`src/rtl/alg_dist_pkg.sv`:
```
`default_nettype none
// ============================================================================
// Module      : alg_dist_pkg
// Description : Shared types and helpers for the algorithm data-distribution
//               datamover command generator: FSM state enum, the command
//               width constant and a command builder for AXI DataMover MM2S.
// Revision    : 1.0 - initial multi-channel release
// ============================================================================
package alg_dist_pkg;

    typedef enum logic [1:0] {
        IDLE       = 2'd0,
        ISSUE      = 2'd1,
        LINE_DONE  = 2'd2,
        FRAME_DONE = 2'd3
    } state_t;

    localparam int DM_CMD_W = 72;
    localparam int DM_BTT_W = 23;

    // MM2S command layout: {tag, addr, DRR, EOF, DSA, type(INCR), BTT}
    function automatic logic [DM_CMD_W-1:0] build_cmd(
        input logic [7:0]          tag,
        input logic [31:0]         addr,
        input logic [DM_BTT_W-1:0] btt
    );
        return {tag, addr, 1'b0, 1'b1, 6'd0, 1'b1, btt};
    endfunction

endpackage
`default_nettype wire

```
`src/rtl/alg_edge_detect.sv`:
```
`default_nettype none
// ============================================================================
// Module      : alg_edge_detect
// Description : Rising-edge detector for a synchronous level input. One
//               register holds the previous level; pulse is high for one
//               cycle while the new level is seen and the register is stale.
// Ports       : clk, rst_n (async active-low), level (in), pulse (out)
// Revision    : 1.0 - initial release
// ============================================================================
module alg_edge_detect (
    input  logic clk,
    input  logic rst_n,
    input  logic level,
    output logic pulse
);

    logic r_level;

    always_ff @(posedge clk or negedge rst_n) begin
        if (!rst_n) begin
            r_level <= 1'b0;
        end else begin
            r_level <= level;
        end
    end

    assign pulse = level & ~r_level;

endmodule
`default_nettype wire

```
`src/rtl/alg_data_distribution_mc.sv`:
```
`default_nettype none
// ============================================================================
// Module      : alg_data_distribution_mc
// Description : Issues line-by-line AXI DataMover MM2S read commands to
//               NUM_CH channels. Channel k reads frame slot (rd_slot+k) of a
//               NUM_SLOT frame ring in DDR; the window slides by one slot per
//               completed frame. Background frames re-anchor the window.
// Ports       : clk, rst_n            - clock, async active-low reset
//               base_addr, load_addr  - ring base and (edge) load/re-arm
//               frame_store, frame_type - (edge) frame written to wr_slot
//               m_axis_mm2s_cmd_*     - NUM_CH command streams
//               frame_type_o, busy, lost_read, cfg_err - status
// Options     : ALG_DIST_TAG_EN - tag = {frame_seq[3:0], channel[3:0]};
//               otherwise tag = 0.
// Revision    : 1.0 - initial multi-channel release
// ============================================================================
module alg_data_distribution_mc
    import alg_dist_pkg::*;
#(
    parameter int unsigned NUM_CH      = 2,
    parameter int unsigned NUM_SLOT    = 4,
    parameter int unsigned CACHE_WIDTH = 29,
    parameter int unsigned LINE_BYTES  = 1024,
    parameter int unsigned NUM_LINE    = 1024,
    parameter int unsigned IMG_STRIDE  = 1049600
) (
    input  logic                         clk,
    input  logic                         rst_n,
    input  logic [31:0]                  base_addr,
    input  logic                         load_addr,
    input  logic                         frame_store,
    input  logic [1:0]                   frame_type,
    output logic [DM_CMD_W*NUM_CH-1:0]   m_axis_mm2s_cmd_tdata,
    output logic [NUM_CH-1:0]            m_axis_mm2s_cmd_tvalid,
    input  logic [NUM_CH-1:0]            m_axis_mm2s_cmd_tready,
    output logic [1:0]                   frame_type_o,
    output logic                         busy,
    output logic                         lost_read,
    output logic                         cfg_err
);

    localparam int C_SLOT_W = (NUM_SLOT > 1) ? $clog2(NUM_SLOT) : 1;
    localparam int C_PEND_W = C_SLOT_W + 1;
    localparam int C_CH_W   = (NUM_CH > 1) ? $clog2(NUM_CH) : 1;
    localparam int C_LINE_W = (NUM_LINE > 1) ? $clog2(NUM_LINE) : 1;
    // Low CACHE_WIDTH address bits come from the offset, the rest from base.
    localparam logic [31:0] C_LOW_MASK = 32'((64'd1 << CACHE_WIDTH) - 64'd1);

    state_t                r_state, w_state_nxt;
    logic [C_CH_W-1:0]     r_ch_idx;
    logic [C_LINE_W-1:0]   r_line_cnt;
    logic [C_SLOT_W-1:0]   r_wr_slot, w_wr_nxt;
    logic [C_SLOT_W-1:0]   r_rd_slot, w_rd_nxt;
    logic [C_SLOT_W-1:0]   r_flush_slot, w_fslot_nxt;
    logic [C_PEND_W-1:0]   r_pending, w_pend_nxt;
    logic                  r_flush_pend, w_flush_nxt;
    logic                  r_lost, w_lost_nxt;
    logic                  r_cfg_err, w_cfg_nxt;
    logic [1:0]            r_ftype, w_ftype_nxt;
    logic                  r_armed, w_armed_nxt;
    logic [31:0]           r_base, w_base_nxt;
    logic                  w_load_pulse, w_store_pulse;
    logic                  w_fs_norm, w_bg_idle, w_bg_busy;
    logic                  w_accept, w_last_ch, w_last_line;
    logic [NUM_CH-1:0]     w_vld;
`ifdef ALG_DIST_TAG_EN
    logic [3:0]            r_frame_seq;
`endif

    alg_edge_detect u_load_edge (
        .clk   (clk),
        .rst_n (rst_n),
        .level (load_addr),
        .pulse (w_load_pulse)
    );

    alg_edge_detect u_store_edge (
        .clk   (clk),
        .rst_n (rst_n),
        .level (frame_store),
        .pulse (w_store_pulse)
    );

    assign w_accept    = m_axis_mm2s_cmd_tready[r_ch_idx];
    assign w_last_ch   = (r_ch_idx == C_CH_W'(NUM_CH - 1));
    assign w_last_line = (r_line_cnt == C_LINE_W'(NUM_LINE - 1));

    // ------------------------------------------------------------------
    // FSM next state
    // ------------------------------------------------------------------
    always_comb begin
        w_state_nxt = r_state;
        case (r_state)
            IDLE:       if (r_pending >= C_PEND_W'(NUM_CH)) w_state_nxt = ISSUE;
            ISSUE:      if (w_accept && w_last_ch) w_state_nxt = LINE_DONE;
            LINE_DONE:  w_state_nxt = w_last_line ? FRAME_DONE : ISSUE;
            FRAME_DONE: w_state_nxt = IDLE;
            default:    w_state_nxt = IDLE;
        endcase
    end

    // ------------------------------------------------------------------
    // Ring bookkeeping: slots, pending count, flush and sticky flags
    // ------------------------------------------------------------------
    always_comb begin
        w_wr_nxt    = r_wr_slot;
        w_rd_nxt    = r_rd_slot;
        w_fslot_nxt = r_flush_slot;
        w_pend_nxt  = r_pending;
        w_flush_nxt = r_flush_pend;
        w_lost_nxt  = r_lost;
        w_cfg_nxt   = r_cfg_err;
        w_ftype_nxt = r_ftype;
        w_armed_nxt = r_armed;
        w_base_nxt  = r_base;
        w_fs_norm   = 1'b0;
        w_bg_idle   = 1'b0;
        w_bg_busy   = 1'b0;

        if (w_load_pulse && (r_state == IDLE)) begin
            w_base_nxt  = base_addr;
            w_wr_nxt    = '0;
            w_rd_nxt    = '0;
            w_pend_nxt  = '0;
            w_armed_nxt = 1'b1;
        end else begin
            if (w_load_pulse) begin
                w_cfg_nxt = 1'b1;
            end
            if (w_store_pulse && r_armed) begin
                if (r_pending == C_PEND_W'(NUM_SLOT)) begin
                    // Ring full: the new frame overwrote unread data.
                    w_lost_nxt = 1'b1;
                end else begin
                    w_wr_nxt    = r_wr_slot + C_SLOT_W'(1);
                    w_ftype_nxt = frame_type;
                    if (frame_type != 2'b00) begin
                        w_fs_norm = 1'b1;
                    end else if (r_state == IDLE) begin
                        w_bg_idle = 1'b1;
                    end else begin
                        w_bg_busy = 1'b1;
                    end
                end
            end
            if (w_bg_busy) begin
                w_flush_nxt = 1'b1;
                w_fslot_nxt = r_wr_slot;
                w_lost_nxt  = 1'b1;
            end

            if (r_state == FRAME_DONE) begin
                if (r_flush_pend) begin
                    // Deferred background flush replaces the normal slide.
                    w_rd_nxt    = r_flush_slot;
                    w_pend_nxt  = C_PEND_W'(1) + C_PEND_W'(w_fs_norm);
                    w_flush_nxt = w_bg_busy;
                end else begin
                    w_rd_nxt   = r_rd_slot + C_SLOT_W'(1);
                    w_pend_nxt = r_pending - C_PEND_W'(1) + C_PEND_W'(w_fs_norm);
                end
            end else if (w_bg_idle) begin
                w_rd_nxt   = r_wr_slot;
                w_pend_nxt = C_PEND_W'(1);
            end else if (w_fs_norm) begin
                w_pend_nxt = r_pending + C_PEND_W'(1);
            end
        end
    end

    // ------------------------------------------------------------------
    // Registers
    // ------------------------------------------------------------------
    always_ff @(posedge clk or negedge rst_n) begin
        if (!rst_n) begin
            r_state      <= IDLE;
            r_ch_idx     <= '0;
            r_line_cnt   <= '0;
            r_wr_slot    <= '0;
            r_rd_slot    <= '0;
            r_flush_slot <= '0;
            r_pending    <= '0;
            r_flush_pend <= 1'b0;
            r_lost       <= 1'b0;
            r_cfg_err    <= 1'b0;
            r_ftype      <= 2'b00;
            r_armed      <= 1'b0;
            r_base       <= '0;
        end else begin
            r_state      <= w_state_nxt;
            r_wr_slot    <= w_wr_nxt;
            r_rd_slot    <= w_rd_nxt;
            r_flush_slot <= w_fslot_nxt;
            r_pending    <= w_pend_nxt;
            r_flush_pend <= w_flush_nxt;
            r_lost       <= w_lost_nxt;
            r_cfg_err    <= w_cfg_nxt;
            r_ftype      <= w_ftype_nxt;
            r_armed      <= w_armed_nxt;
            r_base       <= w_base_nxt;
            case (r_state)
                ISSUE: begin
                    if (w_accept && !w_last_ch) r_ch_idx <= r_ch_idx + C_CH_W'(1);
                end
                LINE_DONE: begin
                    r_ch_idx <= '0;
                    if (!w_last_line) r_line_cnt <= r_line_cnt + C_LINE_W'(1);
                end
                FRAME_DONE: r_line_cnt <= '0;
                default: ;
            endcase
        end
    end

`ifdef ALG_DIST_TAG_EN
    always_ff @(posedge clk or negedge rst_n) begin
        if (!rst_n) begin
            r_frame_seq <= 4'd0;
        end else if (w_load_pulse && (r_state == IDLE)) begin
            r_frame_seq <= 4'd0;
        end else if (r_state == FRAME_DONE) begin
            r_frame_seq <= r_frame_seq + 4'd1;
        end
    end
`endif

    // ------------------------------------------------------------------
    // Per-channel command generation
    // ------------------------------------------------------------------
    for (genvar k = 0; k < NUM_CH; k++) begin : g_ch
        logic [C_SLOT_W-1:0] w_slot;
        logic [31:0]         w_off;
        logic [31:0]         w_addr;
        logic [7:0]          w_tag;

        // NUM_SLOT is a power of two, so slot arithmetic wraps naturally.
        assign w_slot = r_rd_slot + C_SLOT_W'(k);
        assign w_off  = r_base + 32'(w_slot) * 32'(IMG_STRIDE)
                      + 32'(r_line_cnt) * 32'(LINE_BYTES);
        assign w_addr = (w_off & C_LOW_MASK) | (r_base & ~C_LOW_MASK);
`ifdef ALG_DIST_TAG_EN
        assign w_tag  = {r_frame_seq, 4'(k)};
`else
        assign w_tag  = 8'd0;
`endif
        assign w_vld[k] = (r_state == ISSUE) && (r_ch_idx == C_CH_W'(k));
        assign m_axis_mm2s_cmd_tdata[k*DM_CMD_W +: DM_CMD_W] =
            w_vld[k] ? build_cmd(w_tag, w_addr, DM_BTT_W'(LINE_BYTES)) : '0;
    end

    assign m_axis_mm2s_cmd_tvalid = w_vld;
    assign frame_type_o           = r_ftype;
    assign busy                   = (r_state != IDLE);
    assign lost_read              = r_lost;
    assign cfg_err                = r_cfg_err;

endmodule
`default_nettype wire

```
`config.mk`:
```
export PLATFORM = sky130hd
export DESIGN_NAME = alg_data_distribution_mc
export DESIGN_NICKNAME = d
export VERILOG_FILES = /design/src/rtl/alg_dist_pkg.sv /design/src/rtl/alg_edge_detect.sv /design/src/rtl/alg_data_distribution_mc.sv
export SDC_FILE = /design/constraint.sdc
export NUM_CORES = 1
export LEC_CHECK = 0
export ABC_AREA = 1
export BUFFER_PORTS_ARGS = -buffer_cell sky130_fd_sc_hd__buf_2
export CAP_MARGIN = 20
export CORE_MARGIN = 8
export CORE_UTILIZATION = 46
export DETAILED_ROUTE_END_ITERATION = 7
export PLACE_DENSITY = 0.77
export SKIP_CTS_REPAIR_TIMING = 1
export SYNTH_ARGS = -nofsm -noshare
export SYNTH_HDL_FRONTEND = slang
export SYNTH_SLANG_ARGS = --single-unit
```
`constraint.sdc`:
```
create_clock -name clk -period 2.95 [get_ports clk]
set_input_delay 0.4425 -clock clk [delete_from_list [all_inputs] [get_ports clk]]
set_output_delay 0.4425 -clock clk [all_outputs]
set_load 0.05 [all_outputs]
```
==> run_results.csv, run 1 <==
group,metric,value,unit
synth,yosysUniqueCellTypes,35,
routing,drc,0,
setup_path,critPathMaxStageDelay,0.50,ns
synth,yosys.area.top_type,"dfrtp_1",
timing,drv_slew,0,
synth,muxShareOfSynthArea,0,
clock_network,clock-sinks,62,
synth,synth_fa_ha_area_frac,0.104,
setup_path,path_delay_family,"adder cells",
synth,synth.avg_cell_area,6.74,um2
setup_path,cp_max_fo,3,
setup_path,critPathKind,"flip-flop to output pin",
run_status,violations,"setup timing",
synth,synth_edf_count,0,
timing,hold_viol,0,
synth,yosysMostFrequentCell,"nand2_1",
clock_network,htree_levels,3,
setup_path,end_kind,"output pin",
timing,rsz0062_at_grt,"yes",
pwr,p_leak,3.76,nW
synth,ys_ff_latch,62,
grt,grt_max_degree,63,
synth,syn_inst,782,
timing,max_freq,0.298,GHz
finish,drive_gt1_frac,0.327,
synth,synth-simple-area-share,0.296,
clock_network,cts_buffers,9,
setup_path,crit_slowest_cell,"fa_1",
placement,gp_congestion,0.907,
routing,final_antenna_net_count,0,
setup_path,required,2.51,ns
clock_network,cts_root_buf,"clkbuf_16",
finish,area_growth_syn_to_layout,32.9,%
timing,fin_tns_setup,-5.31,ns
pwr,design_power_total,8.30,mW
timing,setup_viol,26,
clock_network,clock_latency,0.33,ns
placement,dpl.hpwl,11700,um
run,drv_cap,0,
setup_path,cp-start-kind,"flip-flop",
die,ios,191,
die,die_h,123,um
die,initial_core_util,0.465,
pwr,peakVddDrop,671,uV
grt,grt_use_total,0.189,
routing,first_iter_violations,358,
synth,ys.flop_type,"dfrtp_1",
routing,vias_per_cell,4.84,
grt,grt_pass1_wl,23200,um
synth,yosys.area.top_type_share,0.294,
synth,synth_top_family_by_area,"simple AND/OR/NAND/NOR gates",
routing,wl_per_cell,14.6,um
timing,finClkSkew,0.00686,ns
grt,grt_pass1_vias,4878,
timing,relSlewSlack,0.474,
die,die_area,0.0151,mm2
synth,synthTopCellsByCount,"nand2_1 (228), nor2_1 (94), inv_1 (90)",
routing,drt_pass1_iterations,5,
synth,seq_area_frac_synth,0.294,
setup_path,worstPathArrival,2.91,ns
timing,fin_crit,3.35,ns
setup_path,crit_buf_inv,2,
grt,antenna_found_initial,0,
finish,num-nets-final,1004,
timing,fin_crit_sh,1.14,
die,core_area,0.0113,mm2
routing,finalWirelength,15600,um
die,die_w,123,um
pwr,powerDensity,1180,mW/mm2
setup_path,crit_chain,"xor2_2 > fa_1 > ha_2 > inv_2 > fa_2 > o21ai_2 > nand2_1 > nand2_2 > nand2_2 > a21oi_2 > nor2_4 > buf_8",
clock_network,tritoncts,"done",
placement,port_buffers,116,
routing,vias,5192,
finish,n_antenna_cell,0,
timing,tightest_slew,0.788,ns
min_path,min_path_type,"primary input to flip-flop",
clock_network,cts_buffer_depth,2,
run_status,outcome,"finished with violations",
setup_path,path_common_cell,"nand2_2",
synth,async_flop_share,1.00,
grt,overflow,0,
synth,syn_area,0.00527,mm2
timing,holdWs,0.236,ns
die,rows,39,
synth,synth_compound_gate_area_share,0.0988,
synth,synth_area_leaders,"dfrtp_1 (29%), nand2_1 (16%), buf_4 (12%)",
placement,pre_cts_slack,-0.0657,ns
clock_network,path_clk_slew,0.05,ns
synth,synth_xor_area_frac,0.0116,
synth,yosysWarnings,0,
timing,fin_ws,-0.400,ns
finish,utilization,0.619,
==> cell usage in the layout, fill, tap and decap left out, types with 3 or more instances in the layout <==
master,netlist,layout
a21oi_1,36,23
a21oi_2,0,11
buf_2,8,82
buf_4,81,38
buf_6,0,28
clkbuf_16,0,9
conb_1,1,74
dfrtp_1,62,60
fa_1,6,3
fa_2,0,3
ha_1,34,15
ha_2,0,4
ha_4,0,15
inv_1,90,84
inv_2,5,11
nand2_1,228,198
nand2_2,2,30
nand3_1,39,23
nand3_2,1,13
nand3_4,0,4
nor2_1,94,75
nor2_2,3,18
nor2_4,0,4
nor3_1,7,4
nor3_2,1,4
o21ai_0,52,42
o21ai_1,0,4
o21ai_2,0,6
o21bai_1,4,4
xor2_1,6,5
==> routing by layer <==
| layer | vias up | GRT usage | wire length, um | share of wire |
|---|---|---|---|---|
| met5 | - | 0 | 0 | 0 |
| met4 | 0 | 0.0557 | 232 | 0.015 |
| met3 | 17 | 0.0311 | 996 | 0.064 |
| met2 | 158 | 0.327 | 8070 | 0.52 |
| met1 | 2432 | 0.238 | 6340 | 0.41 |
| li1 | 2585 | - | - | - |
==> cell type report <==
type	count	area, um2
sequential	62	1550
timing repair buffer	152	1060
clock inverter	7	73.8
fill	1027	4320
multi-input combinational	603	3550
clock buffer	9	225
inverter	96	360
tap	143	179
==> registers in the layout, summed over array words and instances (netlist names), 2 cells and up <==
signal	cells
frame_type_o	2
r_base	32
r_state	2
r_pending	3
r_wr_slot	2
r_flush_slot	2
r_rd_slot	2
r_line_cnt	10
==> report_power, final <==
group | total [mW] | leakage, nW | switching, mW | internal [mW]
clock network | 1.05 | 0.146 | 0.393 | 0.656
logic | 5.76 | 2.85 | 3.92 | 1.83
registers | 1.49 | 0.766 | 0.299 | 1.19
==> through the flow <==
stage          std cells  instance area (um2)
3_3_place_gp        1050                 5980
6_report            1072                 7000
2_1_floorplan        855                 5650
4_1_cts             1066                 6280
3_5_place_dp        1050                 5980
5_1_grt             1072                 7000
==> kinds of logic (layout without fill, tap and decap cells) <==
family | after synthesis | after routing
compound gates | 99 | 99
xor+xnor | 7 | 7
fa+ha+maj | 40 | 40
buf+inv | 190 | 264
flops | 62 | 62
other cells | 1 | 74
simple gates | 383 | 383
==> worst paths after layout <==
check	from	to	depth (start not counted)	slack (ns)
worst max-delay path	r_rd_slot[1]	m_axis_mm2s_cmd_tdata[131]	12	-0.40
worst min-delay path	load_addr	u_load_edge.r_level	1	0.24
worst max register to register	r_pending[0]	r_pending[1]	13	0.61
worst min register to register	r_armed	r_armed	1	0.47
max in group asynchronous	rst_n	r_rd_slot[0]	2	2.12
min in group asynchronous	rst_n	r_line_cnt[3]	2	0.28
Power figures use the tool's default switching activity.
==> run 2: changes to the inputs <==
--- a/config.mk
+++ b/config.mk
@@ -12,6 +12,7 @@
 export CORE_UTILIZATION = 46
 export DETAILED_ROUTE_END_ITERATION = 7
 export PLACE_DENSITY = 0.77
+export SETUP_SLACK_MARGIN = 0.02
 export SKIP_CTS_REPAIR_TIMING = 1
 export SYNTH_ARGS = -nofsm -noshare
 export SYNTH_HDL_FRONTEND = slang
==> run 2 against run 1 <==
  * The flow still finishes with violations (setup timing)
  * Cell area up 1.2%
  * Flip-flop and latch count unchanged
  * Via count grew 0.73%
  * Maximum frequency barely moved
  * Sequential share of layout area is 0.28 points lower
  * Global-route usage down 0.55 points
  * Final cell count grew 0.65%
  * Register-to-register slack hardly changed
  * Largest cell class unchanged
==> run_results.csv, run 2 (synthesized netlist as in run 1, its figures left out) <==
group,metric,value,unit
run_status,outcome,"finished with violations",
run_status,violations,"setup timing",
die,initial_core_util,0.465,
grt,grt_max_degree,54,
routing,vias_per_cell,4.85,
timing,relSlewSlack,0.428,
pwr,p_sw,4.67,mW
finish,regMostFlops,"r_base",
finish,fin_cells,1079,
setup_path,cp_max_fo,4,
finish,num-nets-final,1011,
timing,tightest_slew,0.858,ns
routing,drt_pass1_iterations,5,
routing,drc,0,
setup_path,end_kind,"output pin",
setup_path,critPathMaxStageDelay,0.58,ns
timing,fin_tns_setup,-5.48,ns
pwr,p_clk_frac,0.124,
setup_path,cp-start-kind,"flip-flop",
clock_network,clock_latency,0.32,ns
finish,final_cell_mix,"nand2_1 (194), inv_1 (84), buf_2 (82)",
timing,fin_ws,-0.397,ns
grt,antenna_found_initial,0,
timing,hold_viol,0,
clock_network,cts_buffer_depth,2,
timing,fin_crit_sh,1.13,
pwr,p_leak,3.85,nW
routing,wl_per_cell,14.5,um
placement,port_buffers,116,
timing,rsz0062_at_grt,"yes",
placement,gp_congestion,0.923,
grt,grt_pass1_vias,4685,
grt,grt_use_total,0.184,
pwr,internal-power,3.84,mW
pwr,powerDensity,1200,mW/mm2
finish,reg_top3,"r_base (32), r_line_cnt (10), r_pending (3)",
clock_network,cts_root_buf,"clkbuf_16",
clock_network,cts_buffers,9,
min_path,min_path_type,"primary input to async pin",
placement,dpl.hpwl,11400,um
clock_network,clock-sinks,62,
setup_path,critPathKind,"flip-flop to output pin",
grt,overflow,0,
pwr,p_seq_frac,0.176,
setup_path,startpoint,"r_rd_slot[1]",
die,ios,191,
pwr,combPwrFrac,0.700,
timing,max_freq,0.299,GHz
routing,vias,5230,
setup_path,r2r_start,"r_pending[0]",
finish,area_growth_syn_to_layout,34.5,%
timing,finClkSkew,0.00371,ns
die,rows,39,
finish,n_antenna_cell,0,
die,die_area,0.0151,mm2
routing,final_antenna_net_count,0,
setup_path,required,2.51,ns
run,drv_cap,0,
finish,drive_gt1_frac,0.335,
routing,first_iter_violations,306,
clock_network,htree_levels,3,
finish,largest_reg_flops,32,
clock_network,tritoncts,"done",
timing,setup_viol,28,
placement,place_inst,1051,
setup_path,crit_slowest_cell,"fa_2",
finish,final_common_cell,"nand2_1",
timing,fin_crit,3.35,ns
pwr,p_sw_frac,0.549,
pwr,peakVddDrop,692,uV
routing,finalWirelength,15600,um
finish,utilization,0.626,
clock_network,path_clk_slew,0.05,ns
die,die_h,123,um
setup_path,worstPathArrival,2.90,ns
die,core_area,0.0113,mm2
setup_path,crit_chain,"xor2_2 > fa_2 > ha_4 > inv_2 > fa_2 > o21ai_2 > nand2_1 > nand2_2 > nand2_2 > a21oi_2 > nor2_4 > buf_6",
timing,drv_slew,0,
grt,grt_pass1_wl,22400,um
die,die_w,123,um
==> run 2: cell count changes in the layout (fill, tap and decap cells not counted), sizes merged <==
cell / before / now
buf: 150 / 158
inv: 96 / 95
==> run 2: power groups by stage <==
stage	Sequential, mW	Combinational [mW]	Clock (mW)
after floorplan	1.46	3.76	0
after global placement	1.46	4.83	0
after detailed placement	1.47	4.86	0
after CTS	1.46	4.90	1.07
after global routing	1.54	6.43	1.11
final	1.50	5.96	1.06
==> run 2: path summary, 6_finish.rpt <==
check	end	slack [ns]	cells after the start
max	m_axis_mm2s_cmd_tdata[131]	-0.40	12
min	r_base[10]	0.24	1
max reg2reg	r_pending[1]	0.61	13
min reg2reg	lost_read	0.47	1
max in group asynchronous	r_base[0]	1.99	2
min in group clk	u_load_edge.r_level	0.24	1
==> run 2: critical path: cells and delay by family (launching register included) <==
| kind | cells | cell delay, ns |
|---|---|---|
| compound gates | 2 | 0.34 |
| simple gates | 4 | 0.32 |
| xor+xnor | 1 | 0.20 |
| buf+inv | 2 | 0.19 |
| flops | 1 | 0.42 |
| fa+ha+maj | 3 | 1.12 |
==> run 2: area by class of cell <==
class	count	area, um2
Sequential cell	62	1550
Clock inverter	6	61.3
Tap cell	143	179
Timing Repair Buffer	159	1120
Fill cell	1014	4230
Inverter	96	360
Multi-Input combinational cell	603	3580
Clock buffer	10	239
==> run 2: routing by layer <==
metal	routed length, um	GRT usage
met5	0	0
met4	217	0.0587
met2	8080	0.312
met3	907	0.0283
met1	6440	0.235
==> run 2: through the flow <==
step	setup WS [ns]	power [mW]	hold slack (ns)	area (um2)
after global routing	-0.481	9.08	0.227	7090
after detailed placement	-0.113	6.33	0.453	5990
after CTS	-0.484	7.43	0.228	6290
after floorplan	-0.0340	5.22	0.147	5660
final	-0.397	8.51	0.236	7090
after global placement	-0.0386	6.28	0.453	5990
==> run 3: changes to the inputs <==
--- a/config.mk
+++ b/config.mk
@@ -9,9 +9,9 @@
 export BUFFER_PORTS_ARGS = -buffer_cell sky130_fd_sc_hd__buf_2
 export CAP_MARGIN = 20
 export CORE_MARGIN = 8
-export CORE_UTILIZATION = 46
+export CORE_UTILIZATION = 51
 export DETAILED_ROUTE_END_ITERATION = 7
-export PLACE_DENSITY = 0.77
+export PLACE_DENSITY = 0.81
 export SETUP_SLACK_MARGIN = 0.02
 export SKIP_CTS_REPAIR_TIMING = 1
 export SYNTH_ARGS = -nofsm -noshare
==> constraint.sdc (replaced) <==
create_clock -name clk -period 3.82 [get_ports clk]
set_input_delay 0.573 -clock clk [delete_from_list [all_inputs] [get_ports clk]]
set_output_delay 0.573 -clock clk [all_outputs]
set_load 0.05 [all_outputs]
==> run 3 against run 2 <==
  * The flow now finishes without violations
  * Utilization shrank 4.4 points
  * Clock-buffer cell count is 1 higher
  * Worst hold slack got worse by 0.14 ns
  * Via count decreased by 5.4%
  * Critical endpoint is now m_axis_mm2s_cmd_tdata[57]
==> run_results.csv, run 3 (synthesized netlist as in run 1, its figures left out) <==
group,metric,value,unit
die,core_area,0.0102,mm2
placement,gp_congestion,0.909,
clock_network,htree_levels,3,
placement,dpl.hpwl,11000,um
grt,grt_use_total,0.202,
finish,n_antenna_cell,0,
pwr,p_seq_frac,0.210,
placement,pre_cts_slack,0.332,ns
pwr,internal-power,2.22,mW
setup_path,path_common_cell,"nand3_1",
run,drv_cap,0,
setup_path,r2r_cells,13,
pwr,powerDensity,907,mW/mm2
die,rows,37,
pwr,combPwrFrac,0.667,
routing,wl_per_cell,13.5,um
pwr,p_clk_frac,0.122,
finish,seq_area,0.00155,mm2
finish,fin_cells,1034,
routing,drc,0,
clock_network,tritoncts,"done",
grt,grt_pass1_wl,23300,um
timing,holdWs,0.0973,ns
placement,place_inst,1017,
clock_network,clock-sinks,62,
grt,antenna_found_initial,0,
clock_network,clock_latency,0.35,ns
timing,fin_ws,0.246,ns
finish,reg_top3,"r_base (32), r_line_cnt (10), r_pending (3)",
routing,first_iter_violations,294,
timing,rsz0062_at_grt,"no",
routing,final_antenna_net_count,0,
grt,grt_max_degree,54,
die,initial_core_util,0.517,
clock_network,cts_buffer_depth,2,
finish,nFillCells,1025,
finish,regMostFlops,"r_base",
setup_path,critPathKind,"flip-flop to output pin",
timing,tightest_slew,0.556,ns
pwr,p_sw,3.16,mW
timing,setup_viol,0,
setup_path,worstPathArrival,3.00,ns
finish,drive_gt1_frac,0.174,
routing,finalWirelength,14000,um
die,ios,191,
die,die_w,118,um
timing,drv_slew,0,
timing,max_freq,0.280,GHz
setup_path,critPathMaxStageDelay,0.57,ns
finish,final_cell_mix,"nand2_1 (228), buf_2 (111), nor2_1 (94)",
clock_network,path_clk_slew,0.07,ns
timing,relSlewSlack,0.629,
die,die_area,0.0138,mm2
grt,grt_pass1_vias,4696,
finish,largest_reg_flops,32,
pwr,p_leak,3.51,nW
grt,overflow,0,
placement,placed_area,0.00566,mm2
die,die_h,118,um
placement,port_buffers,116,
pwr,design_power_total,5.38,mW
finish,postLayoutCellArea,0.00593,mm2
setup_path,crit_slowest_cell,"fa_1",
timing,hold_viol,0,
finish,utilization,0.582,
clock_network,cts_root_buf,"clkbuf_8",
timing,fin_crit_sh,0.936,
run_status,outcome,"completed",
finish,area_growth_syn_to_layout,12.5,%
setup_path,crit_chain,"fa_1 > ha_1 > inv_1 > fa_1 > inv_1 > nand2_1 > nand3_1 > nand3_1 > nand3_1 > nand2_1 > nor2_1 > buf_2",
setup_path,cp_max_fo,5,
setup_path,end_kind,"output pin",
setup_path,cp-start-kind,"flip-flop",
pwr,p_sw_frac,0.587,
finish,final_common_cell,"nand2_1",
finish,multi_input_area,0.00297,mm2
pwr,peakVddDrop,442,uV
routing,drt_pass1_iterations,4,
clock_network,cts_buffers,9,
routing,vias_per_cell,4.79,
routing,vias,4950,
setup_path,required,3.25,ns
finish,num-nets-final,973,
timing,finClkSkew,0.0121,ns
timing,fin_tns_setup,0,ns
timing,fin_crit,3.57,ns
min_path,min_path_type,"primary input to async pin",
[run 3: cell types whose count changed in the layout (fill, tap and decap cells not counted), sizes merged]
cell and change:
clkbuf +2, inv +1, bufinv +1, buf -39, clkinv -3
[run 3: final cells by class]
class                      count  area share
timing repair buffer         121       0.109
clock inverter                 5      0.0137
clock buffer                  11      0.0239
inverter                      96      0.0608
tap                          136      0.0287
sequential                    62       0.262
multi-input combinational    603       0.502
[run 3: power by group through the flow]
| stage | Clock (mW) | Sequential [mW] | Combinational [mW] |
|---|---|---|---|
| 5_1_grt | 0.707 | 1.17 | 3.95 |
| 3_3_place_gp | 0 | 1.13 | 3.51 |
| 4_1_cts | 0.666 | 1.13 | 3.56 |
| 6_report | 0.658 | 1.13 | 3.59 |
| 2_1_floorplan | 0 | 1.13 | 2.82 |
| 3_5_place_dp | 0 | 1.14 | 3.54 |
[run 3: worst max-delay path, delay by kind of cell (launching register included)]
family                     cells  cell delay [ns]
adders and majority gates      3             1.19
buffers and inverters          3             0.44
and+or+nand+nor                6             0.58
DFF                            1             0.46
[run 3: final timing paths]
path                       slack [ns]                        end           from
min in group clk                 0.34        u_load_edge.r_level      load_addr
max in group asynchronous        2.92              r_line_cnt[0]          rst_n
min                               0.1              r_line_cnt[4]          rst_n
max                              0.25  m_axis_mm2s_cmd_tdata[57]  r_line_cnt[1]
max reg2reg                      1.53               r_pending[1]   r_pending[0]
min reg2reg                      0.48                    cfg_err        cfg_err
[run 3: layer usage]
metal | wire [um] | share of wire | GRT usage | vias to the layer above
met2 | 6830 | 0.49 | 0.346 | 168
li1 | - | - | - | 2518
met3 | 1110 | 0.079 | 0.0547 | 13
met4 | 204 | 0.015 | 0.0568 | 0
met1 | 5850 | 0.42 | 0.244 | 2251
met5 | 0 | 0 | 0 | -
